File: config.mk
export PLATFORM = sky130hd
export DESIGN_NAME = pc_fetch_reg_flat
export DESIGN_NICKNAME = d
export VERILOG_FILES = /design/src/rtl/pc_fetch_reg_if.sv /design/src/rtl/pc_fetch_reg.sv /design/src/flat_wrapper.sv
export SDC_FILE = /design/constraint.sdc
export NUM_CORES = 1
export LEC_CHECK = 0
export BUFFER_PORTS_ARGS = -buffer_cell sky130_fd_sc_hd__buf_2
export CORE_MARGIN = 2
export CORE_UTILIZATION = 45
export DETAILED_ROUTE_END_ITERATION = 12
export PLACE_DENSITY = 0.71
export SLEW_MARGIN = 0
export SYNTH_ARGS = -nofsm -noshare
export SYNTH_HDL_FRONTEND = slang
export SYNTH_SLANG_ARGS = --single-unit
export TNS_END_PERCENT = 10
File: constraint.sdc
create_clock -name CLK -period 2.4 [get_ports CLK]
set_input_delay 0.12 -clock CLK [delete_from_list [all_inputs] [get_ports CLK]]
set_output_delay 0.12 -clock CLK [all_outputs]
set_load 0.02 [all_outputs]
File: src/rtl/pc_fetch_reg_if.sv
// PC fetch stage bundle: control/redirect inputs, fetch handshake, debug status.
// Latency: wires only, no state.
// Backpressure: pc_ready from the fetch side holds an offered pc_out stable.
interface pc_fetch_reg_if #(
  parameter int WIDTH = 32,
  parameter int CNT_W = 16
);
  logic             ena;
  logic             redirect;
  logic [WIDTH-1:0] redirect_addr;
  logic             pc_ready;
  logic [WIDTH-1:0] pc_out;
  logic             pc_valid;
  logic             misalign_err;
  logic [CNT_W-1:0] inst_count;

  // PC register side: sources the fetch offer and status.
  modport master (
    input  ena,
    input  redirect,
    input  redirect_addr,
    input  pc_ready,
    output pc_out,
    output pc_valid,
    output misalign_err,
    output inst_count
  );

  // Control/fetch side: drives enable, redirects and ready.
  modport slave (
    output ena,
    output redirect,
    output redirect_addr,
    output pc_ready,
    input  pc_out,
    input  pc_valid,
    input  misalign_err,
    input  inst_count
  );
endinterface

File: src/rtl/pc_fetch_reg.sv
// Program-counter register: offers pc_out to fetch, steps +4 per accept, takes redirects, traps misaligned targets.
// Latency: redirect or accept visible on pc_out one cycle after the sampling edge; all outputs registered.
// Backpressure: pc_out held stable while pc_valid & !pc_ready; offer withdrawn only when ena drops.
module pc_fetch_reg #(
  parameter int               WIDTH     = 32,
  parameter logic [WIDTH-1:0] RESET_VEC = '0,
  parameter int               CNT_W     = 16
) (
  input logic            CLK,
  input logic            RST,
  pc_fetch_reg_if.master bus
);

  typedef enum logic [1:0] {
    IDLE = 2'd0,
    RUN  = 2'd1,
    HALT = 2'd2
  } state_t;

  localparam logic [WIDTH-1:0] PC_STEP = WIDTH'(4);
  localparam logic [CNT_W-1:0] CNT_MAX = {CNT_W{1'b1}};

  state_t           state;
  logic             accept;
  logic             target_misaligned;
  logic [CNT_W-1:0] cnt_inc;

  assign accept            = bus.pc_valid & bus.pc_ready;
  assign target_misaligned = (bus.redirect_addr[1:0] != 2'b00);

  // Saturating increment of the accepted-fetch counter.
  always_comb begin
    cnt_inc = bus.inst_count;
    if (bus.inst_count != CNT_MAX) begin
      cnt_inc = bus.inst_count + 1'b1;
    end
  end

  // Fetch FSM with all outputs registered; wrap at 2^WIDTH on +4 is intentional.
  always_ff @(posedge CLK or posedge RST) begin
    if (RST) begin
      state            <= IDLE;
      bus.pc_out       <= RESET_VEC;
      bus.pc_valid     <= 1'b0;
      bus.misalign_err <= 1'b0;
      bus.inst_count   <= '0;
    end else begin
      case (state)
        IDLE: begin
          // Entering RUN re-offers the held PC without advancing it.
          if (bus.ena) begin
            state        <= RUN;
            bus.pc_valid <= 1'b1;
          end
        end

        RUN: begin
          // The accepted address is always counted, even if a redirect replaces it.
          if (accept) begin
            bus.inst_count <= cnt_inc;
          end
          if (!bus.ena) begin
            if (accept) begin
              bus.pc_out <= bus.pc_out + PC_STEP;
            end
            state        <= IDLE;
            bus.pc_valid <= 1'b0;
          end else if (bus.redirect && !target_misaligned) begin
            bus.pc_out <= bus.redirect_addr;
          end else if (bus.redirect) begin
            // Keep the faulting target visible for debug.
            bus.pc_out       <= bus.redirect_addr;
            bus.pc_valid     <= 1'b0;
            bus.misalign_err <= 1'b1;
            state            <= HALT;
          end else if (accept) begin
            bus.pc_out <= bus.pc_out + PC_STEP;
          end
        end

        HALT: begin
          // Frozen until reset.
          bus.pc_valid <= 1'b0;
        end

        default: begin
          state        <= IDLE;
          bus.pc_valid <= 1'b0;
        end
      endcase
    end
  end

endmodule

File: src/flat_wrapper.sv
// flat-port wrapper written by rule: the top's interface ports become plain ports
module pc_fetch_reg_flat 
#(
  parameter int               WIDTH     = 32,
  parameter logic [WIDTH-1:0] RESET_VEC = '0,
  parameter int               CNT_W     = 16
)
  (CLK, RST, bus_ena, bus_redirect, bus_redirect_addr, bus_pc_ready, bus_pc_out, bus_pc_valid, bus_misalign_err, bus_inst_count);
  pc_fetch_reg_if #(.WIDTH(WIDTH), .CNT_W(CNT_W)) bus_i ();
  input logic CLK;
  input logic RST;
  input wire logic [$bits(bus_i.ena)-1:0] bus_ena;
  input wire logic [$bits(bus_i.redirect)-1:0] bus_redirect;
  input wire logic [$bits(bus_i.redirect_addr)-1:0] bus_redirect_addr;
  input wire logic [$bits(bus_i.pc_ready)-1:0] bus_pc_ready;
  output wire logic [$bits(bus_i.pc_out)-1:0] bus_pc_out;
  output wire logic [$bits(bus_i.pc_valid)-1:0] bus_pc_valid;
  output wire logic [$bits(bus_i.misalign_err)-1:0] bus_misalign_err;
  output wire logic [$bits(bus_i.inst_count)-1:0] bus_inst_count;
  assign bus_i.ena = bus_ena;
  assign bus_i.redirect = bus_redirect;
  assign bus_i.redirect_addr = bus_redirect_addr;
  assign bus_i.pc_ready = bus_pc_ready;
  assign bus_pc_out = bus_i.pc_out;
  assign bus_pc_valid = bus_i.pc_valid;
  assign bus_misalign_err = bus_i.misalign_err;
  assign bus_inst_count = bus_i.inst_count;
  pc_fetch_reg #(.WIDTH(WIDTH), .RESET_VEC(RESET_VEC), .CNT_W(CNT_W)) u_core (.CLK(CLK), .RST(RST), .bus(bus_i));
endmodule
Word level (Yosys, flattened, before mapping)
Cells that the tools add are included.
{"block": "totals", "regBits": 52, "in_bits": 37}
{"block": "op_classes", "addsub": 2, "eq_ne": 6, "mux": 14, "n_bitwise": 3, "reduce_logical": 8}
{"operator": "32-bit 2-to-1 mux", "n": 4}
{"operator": "32-bit by 3-bit adder with 32-bit output (second input constant)", "n": 1}
{"operator": "16-bit by 1-bit adder with 16-bit output (second input constant)", "n": 1}
{"operator": "16-bit != test (second input constant)", "n": 1}
{"operator": "2-bit 2-to-1 mux", "n": 4}
{"operator": "4-bit AND reduction", "n": 2}
{"operator": "3-bit != test (second input constant)", "n": 2}
{"operator": "2-bit one-hot mux with 3 select lines", "n": 1}
{"operator": "3-bit AND reduction", "n": 2}
{"operator": "1-bit 2-to-1 mux", "n": 4}
{"operator": "2-bit by 1-bit == test with 1-bit output (second input constant)", "n": 1}
{"operator": "2-bit == test (second input constant)", "n": 1}
{"operator": "2-bit zero test", "n": 1}
{"operator": "2-bit != test (second input constant)", "n": 1}
{"operator": "1-bit inverter", "n": 2}
{"operator": "1-bit one-hot mux with 2 select lines", "n": 1}
{"operator": "2-bit nonzero test", "n": 1}
{"operator": "1-bit bitwise AND", "n": 1}
{"operator": "1-bit logical AND", "n": 1}
{"operator": "1-bit zero test", "n": 1}

Depth between registers and ports, before layout
{"block": "depth", "depth_word": 6, "mapped_depth": 7, "ltp_nobuf": 6}

Worst setup path after synthesis
Ideal clock, no wire load.
{"block": "synth_timing", "kind": "reg-to-reg", "from": "reg u_core.bus.pc_out[2]", "to": "reg u_core.bus.pc_out[20]", "arrival_ns": 1.899, "setup_slack_ns": 0.375, "path_stages_with_launch": 7, "path_buffers": 0, "cell_sequence": "dfrtp_1 -> ha_1 -> nand4_1 -> or3_4 -> o311ai_1 -> o41ai_1 -> a221o_1"}
{"block": "synth_between", "elab_chain_cells": 5}
{"item": "start: declaration", "line": "pc_fetch_reg_if.sv:23", "source": "output pc_out,"}
{"item": "start signal: assignment", "line": "pc_fetch_reg.sv:64", "source": "bus.pc_out <= bus.pc_out + PC_STEP;"}
{"item": "start signal: assignment", "line": "pc_fetch_reg.sv:69", "source": "bus.pc_out <= bus.redirect_addr;"}
{"item": "start signal: assignment", "line": "pc_fetch_reg.sv:72", "source": "bus.pc_out <= bus.redirect_addr;"}
{"item": "32-bit by 3-bit adder with 32-bit output (*)", "line": "pc_fetch_reg.sv:64, pc_fetch_reg.sv:77"}
{"item": "32-bit 2-to-1 mux (*)", "line": "pc_fetch_reg.sv:63, pc_fetch_reg.sv:76"}
{"item": "32-bit 2-to-1 mux", "line": "pc_fetch_reg.sv:70", "source": "end else if (bus.redirect) begin"}
{"item": "32-bit 2-to-1 mux", "line": "pc_fetch_reg.sv:68", "source": "end else if (bus.redirect && !target_misaligned) begin"}
{"item": "32-bit 2-to-1 mux (*)", "line": "pc_fetch_reg.sv:62", "source": "if (!bus.ena) begin"}
Mark *: on every way between the ends. The rest lies on a longest branch, timed or not.
A chain may end at the register's enable or synchronous reset.

Final worst setup path
{"block": "layout_timing", "from": "reg u_core.bus.pc_out[2]", "to": "reg u_core.bus.pc_out[24]"}
Same word-level chain as after synthesis.

==> out/results.tsv <==
stage	metric	value	unit
sta	Final Setup Violations	0	
worst_setup_path	slowest stage delay, CP	0.44	ns
cells_and_area	nets	453	
synthesis	Synth warnings	0	
synthesis	sequential-to-total area share from yosys stat	0.4467	
drt	Routed Antenna Nets	0	
worst_setup_path	WP data arrival	2.35	ns
global_routing	first-pass GRT wire length	12960	um
worst_hold_path	type of the worst min-delay path	in -> reg	
global_routing	total global routing overflow	0	
sta	fin crit share	0.8872	
clock_tree	postcts setup bufs	0	
clock_tree	clk sinks	52	
clock_tree	TritonCTS clock tree	done	
sta	Slew Limit Fails	0	
synthesis	Most used DFF post-synth	dfrtp_1	
clock_tree	H-tree Lvls	2	
drt	1st-pass router iterations	5	
floorplanning	Initial Util	0.4614	
status	status	completed	
pwr	Clock Power Share	0.381	
pwr	Switching Power	0.0004120	W
sta	fmax	0.4696	GHz
sta	Slew @ Worst Pin	0.6631	ns
pwr	Max VDD drop	0.2917	mV
clock_tree	worst skew pair latency	0.32	ns
worst_setup_path	Max FO, Critical Path	8	
worst_setup_path	CP cell instances	ha_1 -> nand4_1 -> or3_4 -> nor3_4 -> a311oi_1 -> a311oi_1	
cells_and_area	ratio of cells with drive above 1 in the final layout	0.2723	
pwr	sequential share of power	0.536	
worst_setup_path	Critical-path top delay cell	or3_4	
synthesis	Mapped Area	2913	um^2
clock_tree	Max clock buf depth	2	
place	global placement routability congestion	0.9172	
drt	Iteration-0 DRC Markers	266	
global_routing	overall routing resource usage	0.2266	
sta	Slew headroom	0.5579	
floorplanning	Top Ports	87	
sta	setup tns final	0	ns
worst_setup_path	CP dominant cell by count	a311oi_1	
floorplanning	Rows	29	
sta	Final Critical Period	2.129	ns
clock_tree	CTS resizes	0	
cells_and_area	area grow syn2layout	22.94	%
flow_run	maxcap violations	0	
drt	vias per inst	6.004	
drt	# DRC	0	
global_routing	largest net degree at the start of global routing	53	
cells_and_area	final core occ	0.5672	
worst_setup_path	startpoint types	flop	
drt	final wirelength	8025	um
global_routing	initial antenna violation count	0	
worst_setup_path	Crit path max-delay family	simple AND/OR/NAND/NOR gates	
synthesis	Mapped Cells	327	
pwr	Pleak	1.630	nW
worst_setup_path	crit end category	flop	
pwr	Internal	0.001287	W
worst_setup_path	CP required	2.62	ns
floorplanning	DIE AREA	7133	um^2
synthesis	Mapped Avg Cell Area	8.908	um^2
synthesis	EDFF count, synth	0	
cells_and_area	antenna diode count	0	
floorplanning	die height	84.46	um
drt	total number of vias	2954	
clock_tree	# hold bufs at CTS	2	
synthesis	Async SR Flop Fraction	1.000	
clock_tree	Num CTS Buffers	5	
sta	Worst Skew	0.01001	ns
floorplanning	die extent in x	84.46	um
floorplanning	Core Region	6314	um^2
sta	unrepaired setup endpoints after global routing	false	
drt	Routed wire per std cell	16.31	um
pwr	Comb power frac	0.083	
synthesis	Synth Net Count	366	
synthesis	#FFs+latches synth	52	
pwr	Net Sw Frac	0.2425	
clock_tree	Worst-path clk slew	0.10	ns
worst_setup_path	CP Class	reg -> reg	
pwr	power per standard cell area	474.6	nW/um^2
place	DP HPWL	5747	um
place	port bufs	86	
sta	Hold Fails Final Rpt	0	
global_routing	vias in the first global route	2595	
synthesis	Synth cell types	50	
worst_setup_path	CP bufs+invs	0	
clock_tree	Root Buffer	clkbuf_8	
## cells in the final DEF (no fill, tap or decap), types with 6 or more instances in the layout
master	Yosys	layout
buf_2	2	86
dfrtp_1	52	52
nand2_1	33	33
nand3_1	32	32
a21oi_1	25	25
nor2_1	24	24
nand4_1	13	13
o21ai_0	13	13
xnor2_1	10	10
o22ai_1	10	10
a311oi_1	9	9
buf_4	0	8
and3_1	7	7
nor3_1	7	7
clkbuf_8	0	6
## per-stage QoR
step	instances	worst slack (ns)	hold slack [ns]	total power, W	cell area [um^2]
finish	492	0.2707	0.01788	0.001699	3581
CTS	492	0.2850	0.01295	0.001716	3581
global route	492	0.1372	0.01969	0.001771	3581
floorplan	327	0.3751	0.2254	0.0009994	2913
global placement	482	0.4255	0.3255	0.001067	3440
detailed placement	482	0.2820	0.3310	0.001068	3440
## cell families after synthesis
| family | after synthesis | share of synthesized area |
|---|---|---|
| AOI/OAI and AO/OA | 85 | 0.1920 |
| buffers and inverters | 22 | 0.02921 |
| and+or+nand+nor | 150 | 0.2745 |
| DFF | 52 | 0.4467 |
| muxes | 1 | 0.003866 |
| xor gates and xnor gates | 15 | 0.04510 |
| adders and majority gates | 2 | 0.008590 |
## synthesized netlist by cell type, drive strengths merged, types with 2 or more instances
library cell   n  area share
and3           7       0.015
xnor2         10       0.030
nand3         32       0.055
or3            4       0.010
a311oi         9       0.027
or4            4       0.010
or2            2      0.0043
and4           4       0.012
inv            6      0.0077
nand2         34       0.045
o21a           4       0.010
o211ai         3      0.0077
o311ai         3      0.0090
buf            4      0.0060
xor2           5       0.015
nor4           6       0.015
and2           4      0.0086
a21oi         25       0.043
o21ai         13       0.022
nand4         14       0.032
nor3           9       0.021
clkbuf        12       0.015
a2bb2oi        4       0.012
o32ai          3      0.0090
nand2b         2      0.0043
o22ai         10       0.021
ha             2      0.0086
dfrtp         52        0.45
a22oi          5       0.013
nor2          24       0.031
## power by group through the flow
stage                     clock network [W]  registers, W   logic, W
after floorplan                           0      0.000942  0.0000572
after global placement                    0      0.000927   0.000139
after detailed placement                  0      0.000928   0.000140
after CTS                          0.000662      0.000911   0.000143
after global routing               0.000699      0.000915   0.000157
final                              0.000647      0.000911   0.000141
## state kept, by name, summed over array words and instances, names as in the netlist
signal and count:
u_core.bus.inst_count 16, u_core.bus.misalign_err 1, u_core.bus.pc_valid 1, u_core.state 2
u_core.bus.pc_out 32
## worst reg2reg max path: cells and delay by family, from the launching register on
kind | cells | cell delay [ns]
flops | 1 | 0.42
simple gates | 3 | 0.95
compound gates | 2 | 0.44
fa+ha+maj | 1 | 0.22
## final timing paths
check                                                             end  cells after the start                           startpoint  slack, ns
worst max-delay path                u_core.bus.pc_out[24]$_DFFE_PP0P_                      6     u_core.bus.pc_out[2]$_DFFE_PP0P_       0.27
worst min-delay path                 u_core.bus.pc_out[1]$_DFFE_PP0P_                      3                 bus_redirect_addr[1]       0.02
worst max register to register      u_core.bus.pc_out[24]$_DFFE_PP0P_                      6     u_core.bus.pc_out[2]$_DFFE_PP0P_       0.27
worst min register to register    u_core.bus.misalign_err$_DFFE_PP0P_                      1  u_core.bus.misalign_err$_DFFE_PP0P_       0.48
max in group asynchronous           u_core.bus.pc_out[29]$_DFFE_PP0P_                      4                                  RST       1.43
min in group asynchronous       u_core.bus.inst_count[13]$_DFFE_PP0P_                      4                                  RST       0.52
## final cells by class
cell class                 count  area, um^2
inverter                       6       22.52
tap                           77       96.34
fill                         590        2733
sequential                    52        1301
timing repair buffer          96       510.5
clock buffer                   6       82.58
multi-input combinational    253        1529
clock inverter                 2       38.79
## metal layers
layer  up-vias  part of all wire  global-route usage  routed length (um)
met5         -                 0                   0                   0
met4         0             0.017             0.05916                 134
met3        15             0.064             0.04818                 513
met2       112              0.46              0.3492                3690
met1      1415              0.46              0.3277                3687
li1       1412                 -                   -                   -
Note: power is estimated with default switching activity, not from simulation.
